<file path="src/rtl/button_step_conditioner_pkg.sv">
// Shared types and helpers for the push-button step conditioner.
// Holds the debounce FSM state encoding and a counter-width helper.
package button_step_pkg;

   typedef enum logic [1:0] {
      IDLE      = 2'd0,
      PRESS_CHK = 2'd1,
      HELD      = 2'd2,
      REL_CHK   = 2'd3
   } state_e;

   // Bits needed for a counter that must hold every value 0..max_val.
   function automatic int cnt_width(input int max_val);
      return (max_val < 2) ? 1 : $clog2(max_val + 1);
   endfunction

endpackage

</file>
<file path="src/rtl/button_step_conditioner_sync_2ff.sv">
// Generic two-flop synchroniser for asynchronous panel inputs.
// The output is the second flop; it resets to zero.
module sync_2ff #(
   parameter int WIDTH = 1
) (
   input  logic             input_clock1_1,
   input  logic             input_reset_n,
   input  logic [WIDTH-1:0] async_i,
   output logic [WIDTH-1:0] sync_o
);

   logic [WIDTH-1:0] meta_q;
   logic [WIDTH-1:0] sync_q;

   // NOTE: sequential state uses non-blocking assignments so both flops
   // sample the pre-edge values and form a true two-stage shift.
   always_ff @(posedge input_clock1_1 or negedge input_reset_n) begin
      if (!input_reset_n) begin
         meta_q <= '0;
         sync_q <= '0;
      end else begin
         meta_q <= async_i;
         sync_q <= meta_q;
      end
   end

   assign sync_o = sync_q;

endmodule

</file>
<file path="src/rtl/button_step_conditioner.sv">
// Debounces a raw push-button and emits one-cycle step strobes, with
// optional auto-repeat while held, a pressed level and a step counter.
module button_step_conditioner
   import button_step_pkg::*;
#(
   parameter int DEBOUNCE_CYCLES = 16,
   parameter int REPEAT_DELAY    = 64,
   parameter int REPEAT_PERIOD   = 16,
   parameter int STEP_W          = 3
) (
   input  logic              input_clock1_1,
   input  logic              input_reset_n,
   input  logic              button_raw,
   input  logic              repeat_en,
   output logic              step_pulse,
   output logic              pressed,
   output logic [STEP_W-1:0] step_count
);

   localparam int DB_W    = cnt_width(DEBOUNCE_CYCLES - 1);
   localparam int REP_MAX = (REPEAT_DELAY > REPEAT_PERIOD) ? REPEAT_DELAY : REPEAT_PERIOD;
   localparam int RP_W    = cnt_width(REP_MAX);

   localparam logic [DB_W-1:0] DB_LAST     = DB_W'(DEBOUNCE_CYCLES - 1);
   localparam logic [RP_W-1:0] DELAY_LAST  = RP_W'(REPEAT_DELAY - 1);
   localparam logic [RP_W-1:0] PERIOD_LAST = RP_W'(REPEAT_PERIOD - 1);

   logic              sync;
   state_e            state_q, state_d;
   logic [DB_W-1:0]   db_cnt_q, db_cnt_d;
   logic [RP_W-1:0]   rep_cnt_q, rep_cnt_d;
   logic              rep_first_q, rep_first_d;
   logic              pulse_q, pulse_d;
   logic              pressed_q, pressed_d;
   logic [STEP_W-1:0] count_q, count_d;
   logic [RP_W-1:0]   rep_target;

   sync_2ff #(.WIDTH(1)) u_sync (
      .input_clock1_1 (input_clock1_1),
      .input_reset_n  (input_reset_n),
      .async_i        (button_raw),
      .sync_o         (sync)
   );

   // Initial hold-off until the first repeat, then the steady period.
   assign rep_target = rep_first_q ? PERIOD_LAST : DELAY_LAST;

   // NOTE: every variable gets its default before the case so no path
   // leaves one unassigned, which would infer a latch.
   always_comb begin
      state_d     = state_q;
      db_cnt_d    = db_cnt_q;
      rep_cnt_d   = rep_cnt_q;
      rep_first_d = rep_first_q;
      pressed_d   = pressed_q;
      pulse_d     = 1'b0;
      count_d     = count_q;

      case (state_q)
         IDLE: begin
            if (sync) begin
               state_d  = PRESS_CHK;
               db_cnt_d = '0;
            end
         end
         PRESS_CHK: begin
            if (!sync) begin
               state_d  = IDLE;
               db_cnt_d = '0;
            end else if (db_cnt_q == DB_LAST) begin
               state_d     = HELD;
               pressed_d   = 1'b1;
               pulse_d     = 1'b1;
               rep_cnt_d   = '0;
               rep_first_d = 1'b0;
            end else begin
               db_cnt_d = db_cnt_q + DB_W'(1);
            end
         end
         HELD: begin
            if (!sync) begin
               state_d  = REL_CHK;
               db_cnt_d = '0;
            end else if (repeat_en) begin
               // A due repeat waits one cycle if the previous cycle pulsed,
               // keeping strobes apart even for a period or delay of 1.
               if (rep_cnt_q == rep_target) begin
                  if (!pulse_q) begin
                     pulse_d     = 1'b1;
                     rep_cnt_d   = '0;
                     rep_first_d = 1'b1;
                  end
               end else begin
                  rep_cnt_d = rep_cnt_q + RP_W'(1);
               end
            end
         end
         REL_CHK: begin
            if (sync) begin
               state_d = HELD;
            end else if (db_cnt_q == DB_LAST) begin
               state_d     = IDLE;
               pressed_d   = 1'b0;
               rep_cnt_d   = '0;
               rep_first_d = 1'b0;
            end else begin
               db_cnt_d = db_cnt_q + DB_W'(1);
            end
         end
         default: state_d = IDLE;
      endcase

      if (pulse_d) count_d = count_q + STEP_W'(1);
   end

   always_ff @(posedge input_clock1_1 or negedge input_reset_n) begin
      if (!input_reset_n) begin
         state_q     <= IDLE;
         db_cnt_q    <= '0;
         rep_cnt_q   <= '0;
         rep_first_q <= 1'b0;
         pulse_q     <= 1'b0;
         pressed_q   <= 1'b0;
         count_q     <= '0;
      end else begin
         state_q     <= state_d;
         db_cnt_q    <= db_cnt_d;
         rep_cnt_q   <= rep_cnt_d;
         rep_first_q <= rep_first_d;
         pulse_q     <= pulse_d;
         pressed_q   <= pressed_d;
         count_q     <= count_d;
      end
   end

   assign step_pulse = pulse_q;
   assign pressed    = pressed_q;
   assign step_count = count_q;

endmodule

</file>
<file path="config.mk">
export PLATFORM = sky130hd
export DESIGN_NAME = button_step_conditioner
export DESIGN_NICKNAME = d
export VERILOG_FILES = /design/src/rtl/button_step_conditioner_pkg.sv /design/src/rtl/button_step_conditioner_sync_2ff.sv /design/src/rtl/button_step_conditioner.sv
export SDC_FILE = /design/constraint.sdc
export NUM_CORES = 1
export LEC_CHECK = 0
export ABC_AREA = 1
export BUFFER_PORTS_ARGS = -buffer_cell sky130_fd_sc_hd__buf_2
export CAP_MARGIN = 20
export CORE_UTILIZATION = 25
export DETAILED_ROUTE_END_ITERATION = 12
export MAX_ROUTING_LAYER = met4
export PLACE_DENSITY = 0.45
export SETUP_SLACK_MARGIN = 0.5
export SLEW_MARGIN = 20
export SYNTH_ARGS = -nofsm -noshare
export SYNTH_HDL_FRONTEND = slang
export SYNTH_HIERARCHICAL = 1
export SYNTH_SLANG_ARGS = --single-unit
</file>
<file path="constraint.sdc">
create_clock -name input_clock1_1 -period 2.3 [get_ports input_clock1_1]
set_clock_uncertainty 0.2 [all_clocks]
set_input_delay 0.23 -clock input_clock1_1 [delete_from_list [all_inputs] [get_ports input_clock1_1]]
set_output_delay 0.23 -clock input_clock1_1 [all_outputs]
set_load 0.05 [all_outputs]
</file>
; ---- After elaboration in Yosys (flattened, before gate mapping)
; Cells that the tools add are included.
; Widths: inputs -> output; s select.
[word_totals]
register_bits = 21
latchBits = 0
ram_bits = 0
romBits = 0
inputBits = 4
memories = 0
[op_classes]
addsub = 3
mul = 0
n_div = 0
magnitude_cmp = 0
eq_ne = 18
shift = 0
muxes = 42
n_bitwise = 0
n_reduce_logical = 8
[op_table]
columns = operator, count
row1 = $mux 7, 7
row2 = $pmux 7 s3, 1
row3 = $mux 4, 5
row4 = $mux 1, 17
row5 = $pmux 4 s4, 1
row6 = $ne 2x2->1 const B, 7
row7 = $mux 2, 6
row8 = $pmux 2 s4, 1
row9 = $add 7x1->7 const B, 1
row10 = $eq 7x6->1, 1
row11 = $reduce_and 7->1, 1
row12 = $mux 6, 1
row13 = $ne 2x1->1 const B, 3
row14 = $ne 3x3->1 const B, 2
row15 = $reduce_and 6->1, 1
row16 = $reduce_and 5->1, 1
row17 = $add 4x1->4 const B, 1
row18 = $eq 2x2->1 const B, 2
row19 = $eq 4x4->1 const B, 1
row20 = $pmux 1 s2, 2
row21 = $reduce_and 4->1, 1
row22 = $add 3x1->3 const B, 1
row23 = $ne 3x2->1 const B, 1
row24 = $pmux 1 s3, 1
row25 = 5 further kinds, 5

; ---- Depth between registers and ports, before layout
; Gate-level depths: netlist (run 1).
[depth]
ltp_word = 6
ltp_mapped = 11

; ---- By module
; The synthesis (run 1) kept the hierarchy.
[modules_own_cells]
columns = module, instances, cells_per_inst, area_each_um2, seq_area_each_um2
row1 = button_step_conditioner, 1, 174, 1300.0, 475.5
row2 = sync_2ff, 1, 2, 50.0, 50.0

; ---- Worst setup path after synthesis (run 1)
; OpenSTA, ideal clock, no wires.
[synth_timing]
path_type = input -> register
from = input port state_q[0]
to = register rep_cnt_q[6]
setup_ns = 0.116
arrival_time_ns = 1.451
t_required_ns = 1.984
slack_ns = 0.533
stages = 12
n_path_buf = 1
path_cell_list = dfrtp_1 inv_1 ha_1 buf_4 inv_1 a21oi_2 nor2_4 nand2_2 inv_2 nand2_2 nand2_1 nand2_1
[synth_via]
elab_chain_len = 3
elab_cells_between_ends = 11
[synth_lines]
columns = element, line_no
row1 = from (decl), button_step_conditioner.sv:29  ; state_e state_q, state_d;
row2 = $eq 2x2->1 or $eq 2x1->1 (tied branches), button_step_conditioner.sv:59  ; case (state_q)
row3 = $ne 3x3->1 (no source line) (tied with other cells), -
row4 = $reduce_and 6->1 (no source line), -
row5 = to (signal assigned), button_step_conditioner.sv:128  ; rep_cnt_q <= rep_cnt_d;
row6 = to (decl), button_step_conditioner.sv:31  ; logic [RP_W-1:0] rep_cnt_q, rep_cnt_d;
; Parallel ways exist; a longest one is shown, timed or not.
; A chain may end at the register's enable or synchronous reset.

; ---- Worst setup path after layout (run 1)
[layout_timing]
from = input port rep_cnt_q[0]
to = register count_q[2] (netlist: step_count[2])
[layout_via]
elab_chain_len = 5
[layout_lines]
columns = element, line_no
row1 = $eq 7x6->1, button_step_conditioner.sv:87  ; if (rep_cnt_q == rep_target) begin
row2 = $mux 1, button_step_conditioner.sv:87
row3 = $mux 1, button_step_conditioner.sv:84  ; end else if (repeat_en) begin
row4 = $mux 1, button_step_conditioner.sv:81  ; if (!sync) begin
row5 = $pmux 1 s2, button_step_conditioner.sv:59
row6 = to (signal assigned), button_step_conditioner.sv:132  ; count_q <= count_d;
row7 = to (decl), button_step_conditioner.sv:35  ; logic [STEP_W-1:0] count_q, count_d;
; Every way passes these cells.

==> results of run 1 <==
## power by group through the flow
stage	Sequential, mW	Clock (mW)	Combinational [mW]
CTS	0.487	0.263	0.512
finish	0.494	0.251	0.542
global placement	0.493	0	0.494
detailed placement	0.492	0	0.486
global route	0.502	0.276	0.617
floorplan	0.476	0	0.397
## through the flow
stage                     area [µm²]  worst slack, ps  cells  hold WS, ps   util
after floorplan                 1350              533    176         -266      -
after global placement          1480              493    254         29.8  0.287
after detailed placement        1480              466    254         34.9  0.287
after CTS                       1550              507    261          159  0.302
after global routing            1590              479    263          172  0.308
final                           1590              593    263          155  0.308
## worst paths after layout
path,to,slack [ps],cells past startpoint
hold reg to reg,u_sync/sync_o,160,0
setup reg to reg,step_count[2],590,8
hold / removal,u_sync/sync_o,160,0
max in group asynchronous,rep_cnt_q[0],1280,2
setup / recovery,step_count[2],590,8
min in group asynchronous,u_sync/meta_q,260,2
## state kept, by name, summed over array words and instances (netlist names), named ones only
register / flops
step_pulse: 1
u_sync/sync_o: 1
state_q: 1
rep_first_q: 1
db_cnt_q: 4
pressed: 1
u_sync/meta_q: 1
rep_cnt_q: 7
step_count: 3
## synthesized netlist by cell type
cell / count / area, µm²
o21ai_1: 2 / 10.0
nor2_2: 1 / 6.26
o21bai_4: 1 / 18.8
clkinv_1: 2 / 7.51
nand2_4: 1 / 11.3
nand3_1: 12 / 60.1
ha_1: 7 / 87.6
xnor2_1: 1 / 8.76
nand2_2: 7 / 43.8
nand4_1: 3 / 18.8
o21bai_2: 1 / 11.3
nand2_1: 55 / 206
a21oi_1: 3 / 15.0
o21ai_0: 7 / 35.0
xor2_1: 2 / 17.5
buf_4: 1 / 7.51
o21bai_1: 1 / 7.51
and3_1: 1 / 6.26
nand3_2: 1 / 10.0
nor2_8: 1 / 20.0
a21oi_2: 1 / 8.76
dfrtp_1: 21 / 526
nor2_4: 3 / 33.8
nor3_1: 2 / 10.0
inv_2: 3 / 11.3
nor2_1: 18 / 67.6
a31oi_1: 1 / 6.26
nand3_4: 1 / 17.5
inv_1: 16 / 60.1
## area by class of cell
cell class | instances | area, µm² | area share
flip-flops and latches | 21 | 528 | 0.333
multi-input cells | 133 | 751 | 0.474
inverters | 21 | 78.8 | 0.0497
clock buffers | 3 | 41.3 | 0.0260
repair buffers | 14 | 93.8 | 0.0592
clock inverters | 1 | 5.00 | 0.00316
well taps | 70 | 87.6 | 0.0552
## logic make-up after synthesis
logic type	synth area share
AO/OA/AOI/OAI	0.0834
XOR/XNOR	0.0195
adder cells (fa/ha/maj)	0.0649
buffers and inverters	0.0640
flip-flops	0.389
AND/OR/NAND/NOR	0.379
## metal layers
| metal | vias to the layer above | GRT usage |
|---|---|---|
| li1 | 593 | - |
| met3 | 5 | 0.0159 |
| met5 | - | - |
| met1 | 487 | 0.132 |
| met2 | 15 | 0.174 |
| met4 | 0 | 0.0432 |
## timing repair
item | CTS | global route
hold endpoints to repair | 22 | 0
pin swaps | 1 | 2
resized for setup | 3 | 7
hold buffers | 2 | 0
buffers inserted | 1 | 2
endpoints found under the setup margin | 10 | 18
## critical path, stage by stage, from the launching register on
cell and delay [ps]:
dfrtp_2 440, ha_2 240, nand3_4 120, nor2_8 130, nand2_4 90, o21bai_4 170, nand2_2 100, nand2_1 60
nand2_1 50
==> impl_metrics.ini, run 1 <==
[outcome]
status = completed

[setup_path]
critPathKind = reg -> reg
r2r-start = rep_cnt_q[0]
cp_max_fo = 7
startpoint = rep_cnt_q[0]
cp.arrival_ps = 1670
cp-start-kind = register
end_kind = register
worstPathRequired_ps = 2260

[floorplan]
dieArea_mm2 = 0.00570
die_w_um = 75.5
core_mm2 = 0.00514
io_pins = 9
fp-row-count = 26
fp.dieH_um = 75.5
initial_core_util = 0.263

[yosys]
synth_nets = 187
netlist_instances = 176
syn_area_mm2 = 0.00135
avgSynthCellArea_um2 = 7.67
ys_warn_count = 6
synth-seq-area-share = 0.389
ys_types = 29
ys_seq_elements = 21

[power]
seqPwrFrac = 0.384
leakage_nw = 0.786
pwr-share-clk = 0.195
swShare = 0.409
ir_drop_uv = 362
pwr-share-comb = 0.422
power_switching_mw = 0.527
intPower_mw = 0.760
p_total_mw = 1.29
powerDensity_mw_per_mm2 = 812

[routing]
drtIter0Drc = 42
dr_wl_met3_um = 67
top_layer = met4
drt.antenna.violating_nets = 0
drt-total-wl_mm = 2.66
route.met2.wl_mm = 1.25
via_per_inst = 4.18
drc_errors = 0
drt-met1-wl_mm = 1.30
routedWlPerCell_um = 10.1
vias = 1100
first_pass_iters = 4

[layout]
fillers = 586
diodes = 0
final_common_cell = nand2_1
nets = 205
drive_above_1_share = 0.238
syn2layout_area_growth_pct = 17.4
final_cell_mix = 54 x nand2_1, 19 x dfrtp_1, 18 x nor2_1, 14 x inv_1, 12 x nand3_1

[timing]
fin_crit_ps = 1710
finalHoldViolations = 0
worst_pin_slew_ps = 491
rsz0062_at_grt = true
finalSetupViolCount = 0
drv_slew = 0
fmax_mhz = 586
fin_tns_setup_ps = 0
max_slew_margin = 0.673
min_period_over_period = 0.742

[grt]
grt_pass1_wl_mm = 4.49
grt-ovfl-total = 0
antenna_found_initial = 0
grt_use_total = 0.106
grt_pass1_vias = 1016
grt_max_degree = 22

[clock_network]
clk_pin_slew_ps = 80
cts-root-buf = clkbuf_8
cts_made_buffers = 3
worstSkewPairLatency_ps = 260
clock_path_buffers = 2
cts.htree.levels = 1
cts.sinks = 21
cts_tree = built

[place]
hpwl_mm = 1.99
port_buffers = 8
gp_congestion = 0.779

[job]
drv_cap = 0

[worst_hold_path]
hold_start = u_sync/meta_q
hp-class = reg -> reg
Note: power is estimated with default switching activity, not from simulation.
==> run 2, diff against run 1 <==
Settings changed: ABC_AREA 1 to 0.
Clock period 2.3 ns to 1.6 ns, I/O delays scaled along.
==> impl_metrics.ini, run 2 <==
[layout]
drive_above_1_share = 0.573
largest_reg_flops = 7
nets = 190
syn2layout_area_growth_pct = 65.7
seqCellArea_um2 = 529
fillers = 463
final_cell_mix = 36 x buf_4, 18 x dfrtp_1, 12 x buf_6, 7 x nand2_1, 7 x nor2_1
multiInputGateArea_um2 = 882
diodes = 0
final_common_cell = buf_4
top_register = rep_cnt_q
finish.instance_area_mm2 = 0.00202

[routing]
drtIter0Drc = 44
drt-total-wl_mm = 3.11
vias = 1130
drc_errors = 0
via_per_inst = 4.61
routedWlPerCell_um = 12.7
drt.antenna.violating_nets = 0
first_pass_iters = 4

[yosys]
ys_seq_elements = 21
synth_top_area_share = 0.430
synth_common_cells = 21 x dfrtp_1, 12 x a21oi_1, 9 x nand2_1, 9 x nor2_1, 8 x o21ai_0
synth_edf_count = 0
ys_types = 40
synth_nets = 132
synth.largest_area_cell = dfrtp_1
yosysMostFrequentCell = dfrtp_1
synthTopCellsByArea = dfrtp_1 43%, ha_1 7.2%, a21oi_1 4.9%, mux2i_1 4.1%, o21ai_0 3.3%
syn_area_mm2 = 0.00122
ys.flop_type = dfrtp_1
ys_warn_count = 6
synth-seq-area-share = 0.430
async_reset_ff_frac = 1.00
avgSynthCellArea_um2 = 10.1
netlist_instances = 121

[setup_path]
end_kind = register
cp_max_fo = 5
startpoint = state_q[0]
rrSetupSlack_ps = -240
worstPathRequired_ps = 1550
critPathMaxStageDelay_ps = 460
cp.arrival_ps = 1790
cp-start-kind = register
path_cells = inv_2 -> ha_4 -> and3b_1 -> o211ai_2 -> a21oi_4 -> mux2_4
r2r-start = state_q[0]
critPathKind = reg -> reg
slowest_stage = dfrtp_2

[floorplan]
core_mm2 = 0.00472
io_pins = 9
dieArea_mm2 = 0.00517
initial_core_util = 0.259
fp-row-count = 25
die_w_um = 71.9
fp.dieH_um = 71.9

[clock_network]
clock_path_buffers = 2
cts.htree.levels = 1
cts_tree = built
cts-root-buf = clkbuf_8
cts.sinks = 21
cts_made_buffers = 3
clk_pin_slew_ps = 80
worstSkewPairLatency_ps = 260

[timing]
drv_slew = 0
whs_ps = 159
setup_slack_ps = -235
finalSetupViolCount = 19
fin_tns_setup_ps = -2530
fin_crit_ps = 1840
rsz0062_at_grt = true
min_period_over_period = 1.15
fmax_mhz = 545
worst_pin_slew_ps = 496
finalHoldViolations = 0
max_slew_margin = 0.669

[power]
powerDensity_mw_per_mm2 = 1400
ir_drop_uv = 563
leakage_nw = 0.877

[outcome]
status = finished with violations
failed_checks = negative setup slack

[place]
dpl_cell_area_mm2 = 0.00167
gp_congestion = 0.829
port_buffers = 8
hpwl_mm = 2.24

[grt]
grt-ovfl-total = 0
grt_max_degree = 22
grt_use_total = 0.130
grt_pass1_vias = 1132
grt_pass1_wl_mm = 5.05
antenna_found_initial = 0

[worst_hold_path]
hold_start = u_sync/meta_q
hp-class = reg -> reg

[job]
drv_cap = 0
run 2: changes by cell type after synthesis, moves of 4 or more:
cell	previous run	this run
nor2_1	18	9
mux2i_1	0	5
inv_1	16	7
nand2b_1	0	4
nand3_1	12	5
a21oi_1	3	12
nand2_2	7	0
nand2_1	55	9
run 2: routing by layer:
layer	global-route usage	part of all wire	wire [µm]	up-vias
li1	-	-	-	555
met1	0.148	0.44	1370	551
met2	0.225	0.52	1610	16
met3	0.0306	0.021	65	8
met4	0.0436	0.019	60	0
met5	-	0	0	-
run 2: per-stage QoR:
step           cells  utilization  setup slack, ps  total power [mW]
2_1_floorplan    121            -             -204              1.52
6_report         245        0.428             -235              2.83
5_1_grt          245        0.428             -300              3.04
3_3_place_gp     228        0.354             -246              2.01
4_1_cts          244        0.410             -235              2.72
3_5_place_dp     228        0.354             -291              2.04
run 2: worst paths after layout:
| path | cells past startpoint | to |
|---|---|---|
| worst max-delay path | 6 | step_count[1] |
| worst min register to register | 0 | u_sync/sync_o |
| max in group asynchronous | 2 | step_pulse |
| worst min-delay path | 0 | u_sync/sync_o |
| worst max register to register | 6 | step_count[1] |
| min in group asynchronous | 2 | rep_cnt_q[6] |
run 2: worst max-delay path, delay by kind of cell, from the launching register on:
kind	cells	cell delay, ps
muxes	1	310
adders and majority gates	1	180
and+or+nand+nor	1	170
buffers and inverters	1	110
AOI/OAI and AO/OA	2	300
DFF	1	460
run 2: report_power, final:
group,switching [mW],internal (mW),total (mW)
logic,0.833,0.910,1.74
clock network,0.181,0.174,0.355
registers,0.0976,0.636,0.734
run 2: what timing repair did:
item / 4_1_cts / 5_1_grt
endpoints found under the hold margin: 22 / 0
hold buffers: 2 / 0
pin swaps: 10 / 5
setup buffers: 10 / 1
endpoints found under the setup margin: 24 / 24
gates resized for setup: 31 / 18
run 2: layout make-up:
class | instances | share of cell area
multi-input combinational | 92 | 0.436
inverter | 7 | 0.0130
tap | 67 | 0.0414
clock inverter | 1 | 0.00247
timing repair buffer | 54 | 0.225
clock buffer | 3 | 0.0204
sequential | 21 | 0.262
run 2: cells by family (layout without fill, tap and decap cells):
group	Yosys count	count (layout)	synth area share
AOI/OAI and AO/OA	36	36	0.204
xor gates and xnor gates	3	3	0.0215
adders and majority gates	7	7	0.0717
buffers and inverters	8	65	0.0256
DFF	21	21	0.430
muxes	7	7	0.0625
and+or+nand+nor	39	39	0.184
==> run 3, diff against run 2 <==
Settings changed: CORE_UTILIZATION 25 to 58, PLACE_DENSITY 0.45 to 0.82.
==> impl_metrics.ini, run 3 <==
[timing]
worst_endpoint = step_count[1]$_DFFE_PN0P_/D
endpoint_type = sequential cell input

[grt]
grt-ovfl-total = 24
grt_max_degree = 22
grt_use_total = 0.762

[place]
hpwl_mm = 2.37
gp_congestion = 0.838
port_buffers = 8

[clock_network]
cts.htree.levels = 1
cts_made_buffers = 3
cts.sinks = 21
cts-root-buf = clkbuf_4
clock_path_buffers = 2

[yosys]
synthTopCellsByArea = dfrtp_1 43%, ha_1 7.2%, a21oi_1 4.9%, mux2i_1 4.1%, o21ai_0 3.3%
syn_area_mm2 = 0.00122
async_reset_ff_frac = 1.00
synth_top_area_share = 0.430
ys_types = 40
synth.largest_area_cell = dfrtp_1
avgSynthCellArea_um2 = 10.1
synth_common_cells = 21 x dfrtp_1, 12 x a21oi_1, 9 x nand2_1, 9 x nor2_1, 8 x o21ai_0
ys_warn_count = 6
synth_nets = 132
ys_seq_elements = 21
netlist_instances = 121
yosysMostFrequentCell = dfrtp_1
synth_edf_count = 0
ys.flop_type = dfrtp_1
synth-seq-area-share = 0.430

[floorplan]
fp.dieH_um = 47.9
initial_core_util = 0.622
fp-row-count = 16
io_pins = 9
die_w_um = 47.9

[outcome]
status = stopped before the end
error_line = [ERROR GRT-0232] Routing congestion too high. Check the congestion heatmap in the GUI.
failed_stage = 5_1_grt
[run 3: cell counts after synthesis]
Identical to the previous run, type by type.
[run 3: per-layer routing]
metal	GRT overflow	track usage
met4	15	0.856
met5	-	-
met2	9	0.908
met1	0	0.731
met3	0	0.543
[run 3: cell families after synthesis]
group | Yosys count | share of synthesized area
AOI/OAI and AO/OA | 36 | 0.204
xor gates and xnor gates | 3 | 0.0215
adders and majority gates | 7 | 0.0717
buffers and inverters | 8 | 0.0256
DFF | 21 | 0.430
muxes | 7 | 0.0625
and+or+nand+nor | 39 | 0.184
[run 3: timing repair]
item | CTS
endpoints found under the setup margin | 24
pin swaps | 9
hold endpoints to repair | 22
hold buffers | 2
buffers inserted | 6
gates resized for setup | 19
[run 3: metrics by stage]
stage           util  cells  instance area (µm²)  setup TNS [ps]  worst slack, ps
2_1_floorplan      -    121                 1310           -1490             -204
3_3_place_gp   0.828    188                 1620           -2510             -271
3_5_place_dp   0.828    188                 1620           -3620             -306
4_1_cts        0.911    200                 1790           -3630             -267
==> run 4, diff against run 3 <==
Settings changed: CORE_AREA set to 2 2 63 65, CORE_UTILIZATION 58 to not set, DIE_AREA set to 0 0 65 67, MAX_ROUTING_LAYER met4 to not set, PLACE_DENSITY 0.82 to not set, PLACE_DENSITY_LB_ADDON set to 0.15, SETUP_SLACK_MARGIN 0.5 to not set.
==> impl_metrics.ini, run 4 (synthesized netlist as in run 2, its figures left out) <==
[layout]
diodes = 0
largest_reg_flops = 7
nets = 183
final_common_cell = buf_4
fillers = 337
drive_above_1_share = 0.509
layout.cells.non_filler = 219
final_cell_mix = 34 x buf_4, 18 x dfrtp_1, 8 x nand2_1, 8 x nor2_1, 8 x buf_2
syn2layout_area_growth_pct = 51.9
top_register = rep_cnt_q
finish.instance_area_mm2 = 0.00186

[routing]
drc_errors = 0
drt-total-wl_mm = 3.02
routedWlPerCell_um = 13.8
via_per_inst = 4.91
first_pass_iters = 4
drtIter0Drc = 54
vias = 1075
drt.antenna.violating_nets = 0

[power]
ir_drop_uv = 815
powerDensity_mw_per_mm2 = 1430
leakage_nw = 0.819
p_total_mw = 2.65

[floorplan]
die_w_um = 65
io_pins = 9
fp-row-count = 22
fp.dieH_um = 67
dieArea_mm2 = 0.00436
core_mm2 = 0.00361
initial_core_util = 0.339

[grt]
antenna_found_initial = 0
grt_pass1_wl_mm = 5.30
grt_max_degree = 22
grt_use_total = 0.160
grt_pass1_vias = 1138
grt-ovfl-total = 0

[clock_network]
cts_made_buffers = 3
cts.sinks = 21
clk_pin_slew_ps = 80
worstSkewPairLatency_ps = 270
clock_path_buffers = 2
cts-root-buf = clkbuf_8
cts_tree = built
cts.htree.levels = 1

[setup_path]
critPathKind = reg -> reg
crit_buf_inv = 1
rrSetupSlack_ps = -250
cp_max_fo = 5
cp.arrival_ps = 1800
worstPathRequired_ps = 1550
cp_num_cells = 6
cp-start-kind = register
r2r-start = state_q[0]
ff2ff_path_depth = 6
end_kind = register
path_cells = inv_2 -> ha_4 -> and3b_1 -> o211ai_2 -> a21oi_4 -> mux2_4
critPathTopFamily = flip-flops
slowest_stage = dfrtp_2
critPathMaxStageDelay_ps = 470
reg2reg_to = step_count[1]

[timing]
setup_slack_ps = -247
finalHoldViolations = 0
fin_tns_setup_ps = -2950
max_slew_margin = 0.681
whs_ps = 162
fmax_mhz = 541
rsz0062_at_grt = true
min_period_over_period = 1.15
drv_slew = 0
worst_pin_slew_ps = 478
fin_crit_ps = 1850
finalSetupViolCount = 17

[place]
dpl_cell_area_mm2 = 0.00163
dp_cells = 208
gp_congestion = 0.839
port_buffers = 8
hpwl_mm = 2.08

[worst_hold_path]
holdPathEnd = u_sync/sync_o
hold_start = u_sync/meta_q
hp-class = reg -> reg
whs_path_depth = 0

[outcome]
failed_checks = negative setup slack
status = finished with violations

[job]
drv_cap = 0
[run 4: per-stage QoR]
stage	setup WS [ps]	utilization
after floorplan	-204	-
after global placement	-254	0.452
after detailed placement	-273	0.452
after CTS	-231	0.508
after global routing	-347	0.515
final	-247	0.515
[run 4: routing by layer]
| layer | GRT usage | share of wire | wire (µm) |
|---|---|---|---|
| met1 | 0.203 | 0.46 | 1390 |
| met2 | 0.281 | 0.50 | 1520 |
| met3 | 0.0203 | 0.027 | 80 |
| met4 | 0.0479 | 0.011 | 34 |
| met5 | 0 | 0 | 0 |
[run 4: worst max-delay path by stage]
stage / from / to / slack, ps
finish: state_q[0] / step_count[1] / -250
global route: state_q[0] / step_count[1] / -350
CTS: register / rep_cnt_q[4] / -230
detailed placement: state_q[0] / state_q[0] / -270
global placement: register / rep_cnt_q[4] / -250
floorplan: state_q[0] / step_count[1] / -200
[run 4: what timing repair did]
item / in CTS / in global routing
setup buffers: 5 / 1
gates cloned: 0 / 0
endpoints found under the setup margin: 17 / 18
endpoints found under the hold margin: 22 / 0
pin swaps: 10 / 9
hold buffers: 2 / 0
resized for setup: 21 / 7
[run 4: report_power, final]
part	switching, mW	leakage, nW	internal, mW
Clock	0.183	0.0228	0.178
Sequential	0.119	0.259	0.636
Combinational	0.760	0.538	0.776
[run 4: cell type report]
cell class	instances	area [µm²]	share of cell area
sequential	21	529	0.285
multi-input combinational	92	843	0.454
tap	48	60.1	0.0324
inverter	7	28.8	0.0155
timing repair buffer	47	349	0.188
clock buffer	4	45.0	0.0243
